`config.mk`:
```
export PLATFORM = sky130hd
export DESIGN_NAME = pic10f200_alu
export DESIGN_NICKNAME = d
export VERILOG_FILES = /design/src/rtl/pic10f200_pkg.sv /design/src/rtl/pic10f200_alu_decode.sv /design/src/rtl/pic10f200_alu.sv
export SDC_FILE = /design/constraint.sdc
export NUM_CORES = 1
export LEC_CHECK = 0
export CAP_MARGIN = 20
export CORE_MARGIN = 5
export CORE_UTILIZATION = 25
export CTS_CLUSTER_SIZE = 20
export DETAILED_ROUTE_END_ITERATION = 16
export GPL_TIMING_DRIVEN = 1
export PLACE_DENSITY = 0.55
export SLEW_MARGIN = 10
export SYNTH_ARGS = -nofsm -noshare
export SYNTH_HDL_FRONTEND = slang
export SYNTH_SLANG_ARGS = --single-unit
```
`constraint.sdc`:
```
create_clock -name clk -period 2.3 [get_ports clk]
set_input_delay 0.23 -clock clk [delete_from_list [all_inputs] [get_ports clk]]
set_output_delay 0.23 -clock clk [all_outputs]
set_load 0.02 [all_outputs]
```
`src/rtl/pic10f200_pkg.sv`:
```
// Shared opcode field codes and the decoded ALU operation type for the
// PIC10F200 byte-oriented ALU.
package pic10f200_pkg;

  // opcode[11:6] codes for the byte-oriented file ops
  localparam logic [5:0] OP6_ADDWF  = 6'b000111;
  localparam logic [5:0] OP6_ANDWF  = 6'b000101;
  localparam logic [5:0] OP6_IORWF  = 6'b000100;
  localparam logic [5:0] OP6_XORWF  = 6'b000110;
  localparam logic [5:0] OP6_SUBWF  = 6'b000010;
  localparam logic [5:0] OP6_COMF   = 6'b001001;
  localparam logic [5:0] OP6_DECF   = 6'b000011;
  localparam logic [5:0] OP6_INCF   = 6'b001010;
  localparam logic [5:0] OP6_DECFSZ = 6'b001011;
  localparam logic [5:0] OP6_INCFSZ = 6'b001111;
  localparam logic [5:0] OP6_MOVF   = 6'b001000;
  localparam logic [5:0] OP6_RLF    = 6'b001101;
  localparam logic [5:0] OP6_RRF    = 6'b001100;
  localparam logic [5:0] OP6_SWAPF  = 6'b001110;

  // opcode[11:5] codes for the ops without a d bit
  localparam logic [6:0] OP7_MOVWF = 7'b0000001;
  localparam logic [6:0] OP7_CLRF  = 7'b0000011;
  localparam logic [6:0] OP7_CLRW  = 7'b0000010;

  localparam logic [11:0] CLRW_WORD = 12'h040;

  typedef enum logic [4:0] {
    ALU_NONE,
    ALU_ADDWF,
    ALU_ANDWF,
    ALU_IORWF,
    ALU_XORWF,
    ALU_SUBWF,
    ALU_COMF,
    ALU_DECF,
    ALU_INCF,
    ALU_DECFSZ,
    ALU_INCFSZ,
    ALU_MOVF,
    ALU_RLF,
    ALU_RRF,
    ALU_SWAPF,
    ALU_MOVWF,
    ALU_CLRF,
    ALU_CLRW
  } alu_op_e;

endpackage

```
`src/rtl/pic10f200_alu_decode.sv`:
```
// Instruction decoder: maps a 12-bit instruction word to an ALU operation,
// destination select and a supported-op indication.
module pic10f200_alu_decode
  import pic10f200_pkg::*;
(
  input  logic [11:0] opcode,
  output alu_op_e     op,
  output logic        dest,
  output logic        valid
);

  always_comb begin
    op    = ALU_NONE;
    dest  = 1'b0;
    valid = 1'b1;
    case (opcode[11:6])
      OP6_ADDWF:  op = ALU_ADDWF;
      OP6_ANDWF:  op = ALU_ANDWF;
      OP6_IORWF:  op = ALU_IORWF;
      OP6_XORWF:  op = ALU_XORWF;
      OP6_SUBWF:  op = ALU_SUBWF;
      OP6_COMF:   op = ALU_COMF;
      OP6_DECF:   op = ALU_DECF;
      OP6_INCF:   op = ALU_INCF;
      OP6_DECFSZ: op = ALU_DECFSZ;
      OP6_INCFSZ: op = ALU_INCFSZ;
      OP6_MOVF:   op = ALU_MOVF;
      OP6_RLF:    op = ALU_RLF;
      OP6_RRF:    op = ALU_RRF;
      OP6_SWAPF:  op = ALU_SWAPF;
      default: begin
        valid = 1'b0;
        // CLRW only decodes from its exact word; other low-bit values are reserved
        if (opcode[11:5] == OP7_MOVWF) begin
          op    = ALU_MOVWF;
          valid = 1'b1;
        end else if (opcode[11:5] == OP7_CLRF) begin
          op    = ALU_CLRF;
          valid = 1'b1;
        end else if (opcode == CLRW_WORD) begin
          op    = ALU_CLRW;
          valid = 1'b1;
        end
      end
    endcase

    if (valid) begin
      case (op)
        ALU_MOVWF, ALU_CLRF: dest = 1'b1;
        ALU_CLRW:            dest = 1'b0;
        default:             dest = opcode[5];
      endcase
    end
  end

endmodule

```
`src/rtl/pic10f200_alu.sv`:
```
// Registered byte-oriented ALU: decodes the instruction, computes result and
// STATUS flag updates, and captures everything one cycle later when enabled.
module pic10f200_alu
  import pic10f200_pkg::*;
(
  input  logic        clk,
  input  logic        rst,
  input  logic        en,
  input  logic [7:0]  f,
  input  logic [7:0]  w,
  input  logic [11:0] opcode,
  input  logic        c_in,
  output logic [7:0]  R,
  output logic        z_flag,
  output logic        c_flag,
  output logic        dc_flag,
  output logic        z_we,
  output logic        c_we,
  output logic        dc_we,
  output logic        dest,
  output logic        skip,
  output logic        valid
);

  alu_op_e    op;
  logic       dec_dest, dec_valid;
  logic [8:0] add_full;
  logic [4:0] add_half;

  logic [7:0] r_d, r_q;
  logic       z_d, c_d, dc_d, z_we_d, c_we_d, dc_we_d, dest_d, skip_d, valid_d;
  logic       z_q, c_q, dc_q, z_we_q, c_we_q, dc_we_q, dest_q, skip_q, valid_q;

  pic10f200_alu_decode u_decode (
    .opcode (opcode),
    .op     (op),
    .dest   (dec_dest),
    .valid  (dec_valid)
  );

  assign add_full = {1'b0, f} + {1'b0, w};
  assign add_half = {1'b0, f[3:0]} + {1'b0, w[3:0]};

  always_comb begin
    r_d     = 8'h00;
    c_d     = 1'b0;
    dc_d    = 1'b0;
    z_we_d  = 1'b0;
    c_we_d  = 1'b0;
    dc_we_d = 1'b0;
    skip_d  = 1'b0;
    dest_d  = dec_dest;
    valid_d = dec_valid;
    case (op)
      ALU_ADDWF: begin
        r_d = add_full[7:0]; c_d = add_full[8]; dc_d = add_half[4];
        z_we_d = 1'b1; c_we_d = 1'b1; dc_we_d = 1'b1;
      end
      // C and DC are "no borrow" for subtraction
      ALU_SUBWF: begin
        r_d = f - w; c_d = (f >= w); dc_d = (f[3:0] >= w[3:0]);
        z_we_d = 1'b1; c_we_d = 1'b1; dc_we_d = 1'b1;
      end
      ALU_ANDWF:  begin r_d = f & w;  z_we_d = 1'b1; end
      ALU_IORWF:  begin r_d = f | w;  z_we_d = 1'b1; end
      ALU_XORWF:  begin r_d = f ^ w;  z_we_d = 1'b1; end
      ALU_COMF:   begin r_d = ~f;     z_we_d = 1'b1; end
      ALU_DECF:   begin r_d = f - 8'd1; z_we_d = 1'b1; end
      ALU_INCF:   begin r_d = f + 8'd1; z_we_d = 1'b1; end
      ALU_DECFSZ: begin r_d = f - 8'd1; skip_d = (f == 8'h01); end
      ALU_INCFSZ: begin r_d = f + 8'd1; skip_d = (f == 8'hFF); end
      ALU_MOVF:   begin r_d = f;      z_we_d = 1'b1; end
      ALU_RLF:    begin r_d = {f[6:0], c_in}; c_d = f[7]; c_we_d = 1'b1; end
      ALU_RRF:    begin r_d = {c_in, f[7:1]}; c_d = f[0]; c_we_d = 1'b1; end
      ALU_SWAPF:  r_d = {f[3:0], f[7:4]};
      ALU_MOVWF:  r_d = w;
      ALU_CLRF, ALU_CLRW: begin r_d = 8'h00; z_we_d = 1'b1; end
      default: begin
        dest_d  = 1'b0;
        valid_d = 1'b0;
      end
    endcase
    z_d = z_we_d & (r_d == 8'h00);
  end

  always_ff @(posedge clk) begin
    if (rst) begin
      r_q     <= 8'h00;
      z_q     <= 1'b0;
      c_q     <= 1'b0;
      dc_q    <= 1'b0;
      z_we_q  <= 1'b0;
      c_we_q  <= 1'b0;
      dc_we_q <= 1'b0;
      dest_q  <= 1'b0;
      skip_q  <= 1'b0;
      valid_q <= 1'b0;
    end else if (en) begin
      r_q     <= r_d;
      z_q     <= z_d;
      c_q     <= c_d;
      dc_q    <= dc_d;
      z_we_q  <= z_we_d;
      c_we_q  <= c_we_d;
      dc_we_q <= dc_we_d;
      dest_q  <= dest_d;
      skip_q  <= skip_d;
      valid_q <= valid_d;
    end
  end

  assign R       = r_q;
  assign z_flag  = z_q;
  assign c_flag  = c_q;
  assign dc_flag = dc_q;
  assign z_we    = z_we_q;
  assign c_we    = c_we_q;
  assign dc_we   = dc_we_q;
  assign dest    = dest_q;
  assign skip    = skip_q;
  assign valid   = valid_q;

endmodule

```
======== Word level (Yosys, flattened, before mapping) ========
Cells that the tools add are included.
cells by class
  add/sub/neg operators ................... 5
  equal/unequal tests ..................... 36
  mux-type cells .......................... 19
  magnitude comparators ................... 2
  bitwise logic cells ..................... 5
  reductions and logical operators ........ 9
operator list
  kind                                                               count
  8-bit case mux with 13 select lines                                1
  5-bit case mux with 14 select lines                                1
  6-bit by 4-bit == test with 1-bit output (second input constant)   8
  5-bit by 4-bit == test with 1-bit output (second input constant)   8
  6-bit by 3-bit == test with 1-bit output (second input constant)   4
  5-bit by 3-bit == test with 1-bit output (second input constant)   4
  17-bit OR reduction                                                1
  5-bit 2-to-1 mux                                                   3
  14-bit OR reduction                                                1
  12-bit by 7-bit == test with 1-bit output (second input constant)  1
  6-bit by 2-bit == test with 1-bit output (second input constant)   2
  11-bit OR reduction                                                1
  5-bit by 2-bit == test with 1-bit output (second input constant)   2
  5-bit == test (second input constant)                              2
  1-bit 2-to-1 mux                                                   10
  8-bit by 8-bit adder with 9-bit output                             1
  8-bit by 1-bit adder with 8-bit output (second input constant)     1
  8-bit AND                                                          1
  8-bit by 1-bit == test with 1-bit output (second input constant)   1
  8-bit == test (second input constant)                              1
  8-bit greater-or-equal comparator                                  1
  8-bit zero test                                                    1
  8-bit inverter                                                     1
  8-bit bitwise OR                                                   1
  13 further kinds                                                   18
storage, ports and cells
  output and inout bits ................... 17
  bits in registers ....................... 17
  input port bits ......................... 32

======== Depth between registers and ports, before layout ========
  depth in word-level cells ............... 10
  gate-level depth with buffers ........... 11
  depth with buffers taken out ............ 10

======== Hierarchy ========
Synthesis repeated with hierarchy kept, for this count alone.
unflattened totals
  cell total of the unflattened synthesis .. 410
  area, all modules ....................... 2946.6 sq um
by module, submodules not included
  module                cells each  area an instance (sq um)  times used
  pic10f200_alu         375         2748.9                    1
  pic10f200_alu_decode  35          197.7                     1

======== Worst setup path after synthesis ========
No wires, ideal clock.
  path type ............................... in2reg
  start point ............................. in f[0]
  end point ............................... reg r_q[6], in the netlist R[6]
  setup slack ............................. -0.250 ns
  library setup time ...................... 0.137 ns
  buffers on the path ..................... 1
  cell stages on the path ................. 11
  data arrival time ....................... 2.413 ns
  path through ............................ clkbuf_1 -> inv_1 -> ha_1 -> inv_1 -> fa_1 -> a311oi_4 -> o31ai_1 -> a221oi_1 -> a21oi_1 -> a2111oi_2 -> a211oi_1
between the ends
  cells in the longest elaborated chain, start to end .. 2
  elaborated cells between the ends (all ways) .. 5
  classes of those cells .................. 4 x add/sub; 1 x mux
RTL lines
  item                                                                  line                                      source
  from (decl)                                                           pic10f200_alu.sv:9                        input logic [7:0] f,
  8-bit by 1-bit adder with 8-bit output, or another cell as far along  pic10f200_alu.sv:69, pic10f200_alu.sv:71
  8-bit case mux with 13 select lines (*)                               pic10f200_alu.sv:54                       case (op)
  to (signal assigned)                                                  pic10f200_alu.sv:99                       r_q <= r_d;
  to (decl)                                                             pic10f200_alu.sv:30                       logic [7:0] r_d, r_q;
Every way passes the cells marked *; elsewhere a longest branch is shown, timed or not.
A chain may end at the register's enable or synchronous reset.

======== Final worst setup path ========
  start point ............................. in w[0]
  end point ............................... reg z_q, in the netlist z_flag
between the ends
  cells in the longest elaborated chain, start to end .. 4
  elaborated cells between the ends (all ways) .. 8
  classes of those cells .................. 2 x add/sub; 1 x mux; 4 x bitwise; 1 x reduce/logical
RTL lines
  item                                            line                  source
  from (decl)                                     pic10f200_alu.sv:10   input logic [7:0] w,
  8-bit subtractor, or another cell as far along  pic10f200_alu.sv:61   r_d = f - w; c_d = (f >= w); dc_d = (f[3:0] >= w[3:0]);
  8-bit case mux with 13 select lines (*)         pic10f200_alu.sv:54
  8-bit zero test (*)                             pic10f200_alu.sv:83   z_d = z_we_d & (r_d == 8'h00);
  1-bit AND (*)                                   pic10f200_alu.sv:83
  to (signal assigned)                            pic10f200_alu.sv:100  z_q <= z_d;
  to (decl)                                       pic10f200_alu.sv:32   logic z_q, c_q, dc_q, z_we_q, c_we_q, dc_we_q, dest_q, skip_q, valid_q;
Marked as above.

==> results.py <==
metrics = {
    "setup_path": {
        "crit_path_start_kind": "input pin",
        "path_cells": "buf_2, ha_1, fa_1, xor2_1, a221oi_1, nand4_1, nor4_2, and4_1, a31o_1",
        "regToRegSetupSlack_ns": 1.58,
        "r2r_cells": 2,
        "crit_arrival_ns": 2.48,
        "crit_cells": 9,
        "cpMaxStageDelayCell": "fa_1",
        "cp_data_required_time_ns": 2.49,
        "critPathMaxFanout": 3,
        "worst_setup_path_end_kind": "register",
        "crit_type": "in2reg",
        "critical_path.max_stage_delay_ns": 0.43,
        "critical-path-top-delay-family": "simple AND/OR/NAND/NOR gates",
        "crit_buf_inv": 1,
    },
    "global_routing": {
        "grt_max_degree": 22,
        "grt_pass1_vias": 3703,
        "grt_overflow": 0,
        "grt_pass1_wl_um": 19300,
        "grt_usage": 0.181,
        "antenna_found_initial": 0,
    },
    "cells_and_area": {
        "diodes": 0,
        "post-route-cell-area_sq_mm": 0.00490,
        "final_common_cell": "buf_4",
        "layout.nets": 615,
        "drive_gt1_frac": 0.458,
        "syn_to_final_growth_pct": 77.6,
        "final_cell_mix": "155 x buf_4, 30 x clkdlybuf4s50_1, 27 x nor2_1, 23 x nor3_1, 21 x ha_1",
        "utilization": 0.452,
    },
    "pwr": {
        "power.internal_w": 0.000862,
        "power_frac_seq": 0.230,
        "power.switching_w": 0.000518,
        "combPwrFrac": 0.613,
        "p_sw_frac": 0.376,
        "leakage_nw": 2.07,
        "pwr-share-clk": 0.157,
        "vdd_ir_drop_max_v": 0.000186,
        "powerDensity_mw_per_mm2": 282,
        "p_total_w": 0.00138,
    },
    "sta": {
        "holdWs_ns": 0.464,
        "setup_viol": 0,
        "period_minus_slack_ns": 2.29,
        "finalCritPeriodShare": 0.996,
        "slew_headroom": 0.736,
        "rsz0062_at_grt": "true",
        "skew_ns": 0,
        "tns_ns": 0,
        "drv_slew": 0,
        "tightest_slew_ns": 0.393,
        "max_freq_mhz": 437,
        "hold_viol": 0,
    },
    "floorplanning": {
        "die_w_um": 115,
        "die-area_sq_mm": 0.0132,
        "io_pins": 49,
        "start_util": 0.255,
        "die_y_um": 115,
        "fp-row-count": 38,
        "coreArea_sq_mm": 0.0108,
    },
    "logic_synthesis": {
        "syn_inst": 362,
        "ys_seq_area_frac": 0.123,
        "syn_avg_cell_area_sq_um": 7.62,
        "ys_types": 78,
        "syn_area_sq_mm": 0.00276,
        "synth_fp_nets": 423,
        "synth_warnings": 0,
        "synth-edff-count": 0,
        "async_reset_ff_frac": 0,
        "ys_ff_latch": 17,
        "synth_flop_cell": "dfxtp_1",
    },
    "detailed_routing": {
        "drcViolationCount": 0,
        "vias": 3612,
        "wire_per_inst_um": 17.9,
        "drt_iter0_drc": 246,
        "wirelength_um": 12400,
        "ant_nets": 0,
        "dr.pass1.iters": 5,
        "via_per_inst": 5.21,
    },
    "clock_network": {
        "cts_sinks": 17,
        "cts_tree": "built",
        "cts_buffers": 3,
        "insertion_delay_ns": 0.25,
        "clockBufferDepth": 2,
        "root_buffer": "clkbuf_8",
        "clk_pin_slew_worst_paths_ns": 0.06,
        "htreeDepth": 1,
        "holdBufCountCts": 0,
    },
    "worst_hold_path": {
        "hp-class": "reg2reg",
        "whs_path_depth": 2,
    },
    "placed_design": {
        "place_area_sq_mm": 0.00440,
        "port_buffers": 48,
        "gp_congestion": 0.920,
        "dp_hpwl_um": 10000,
    },
    "run_status": {
        "status": "finished clean",
    },
    "run": {
        "cap_violations": 0,
    },
}
==> worst reg2reg max path, delay by kind of cell, from the launching register on <==
kind	cells	cell delay (ns)
AOI/OAI and AO/OA	1	0.18
DFF	1	0.31
and+or+nand+nor	1	0.13
==> power groups by stage <==
stage	sequential, W	clock (W)	combinational (W)
floorplan	0.000341	0	0.000319
global placement	0.000323	0	0.000726
detailed placement	0.000323	0	0.000725
CTS	0.000317	0.000224	0.000815
global route	0.000319	0.000244	0.000907
finish	0.000317	0.000217	0.000847
==> logic make-up after synthesis <==
| kind of cell | share of synthesized area |
|---|---|
| AND/OR/NAND/NOR | 0.288 |
| XOR/XNOR | 0.0440 |
| buffers and inverters | 0.0912 |
| flip-flops | 0.123 |
| adder cells (fa/ha/maj) | 0.137 |
| multiplexers | 0.0109 |
| AO/OA/AOI/OAI | 0.305 |
==> what timing repair did <==
action	in CTS	in global routing
setup endpoints to repair	10	7
resized for setup	79	29
buffers inserted	18	2
pin swaps	25	18
==> metal layers <==
layer | global-route usage | vias up | part of all wire | wire, um
met5 | 0 | - | 0 | 0
li1 | - | 1751 | - | -
met2 | 0.302 | 139 | 0.47 | 5820
met3 | 0.0200 | 29 | 0.059 | 736
met1 | 0.249 | 1693 | 0.44 | 5490
met4 | 0.0477 | 0 | 0.028 | 346
==> final timing paths <==
| kind | startpoint | end |
|---|---|---|
| max | w[0] | z_flag |
| min reg2reg | c_flag | c_flag |
| min | c_flag | c_flag |
| max reg2reg | z_flag | z_flag |
==> synthesized netlist by cell type (3+ instances only) <==
| cell type | n | area (sq um) |
|---|---|---|
| nor2_1 | 31 | 116 |
| ha_1 | 27 | 338 |
| inv_1 | 26 | 97.6 |
| nor3_1 | 26 | 130 |
| a21oi_1 | 19 | 95.1 |
| a221oi_1 | 17 | 149 |
| dfxtp_1 | 17 | 340 |
| nand2_1 | 16 | 60.1 |
| clkbuf_1 | 13 | 48.8 |
| nand3_1 | 11 | 55.1 |
| xnor2_1 | 10 | 87.6 |
| a211oi_1 | 9 | 67.6 |
| nor2b_1 | 8 | 50.1 |
| nor4_1 | 8 | 50.1 |
| a22oi_1 | 7 | 52.6 |
| o21ai_0 | 7 | 35.0 |
| buf_2 | 6 | 30.0 |
| nand4_1 | 6 | 37.5 |
| o31ai_1 | 5 | 37.5 |
| o211ai_1 | 4 | 30.0 |
| buf_4 | 3 | 22.5 |
| buf_6 | 3 | 33.8 |
| inv_2 | 3 | 11.3 |
| mux2i_1 | 3 | 30.0 |
| nand2b_1 | 3 | 18.8 |
| o32ai_1 | 3 | 26.3 |
| or2_2 | 3 | 18.8 |
| or3_1 | 3 | 18.8 |
==> through the flow <==
stage,worst slack (ns),std cells
6_report,0.00914,693
5_1_grt,-0.0398,693
4_1_cts,0.00895,691
3_5_place_dp,-0.669,669
3_3_place_gp,-0.647,669
2_1_floorplan,0.0124,362
==> cell type report <==
| cell class | count | area (sq um) |
|---|---|---|
| inverters | 29 | 111 |
| clock buffers | 4 | 45.0 |
| flip-flops and latches | 17 | 340 |
| fillers | 1089 | 5940 |
| repair buffers | 214 | 1740 |
| well taps | 140 | 175 |
| multi-input cells | 289 | 2490 |
==> sequential cells by signal, indices dropped and copies added (netlist names) <==
signal	cells
R	8
c_flag	1
c_we	1
dc_flag	1
dc_we	1
dest	1
skip	1
valid	1
z_flag	1
z_we	1
Note: power is estimated with default switching activity, not from simulation.
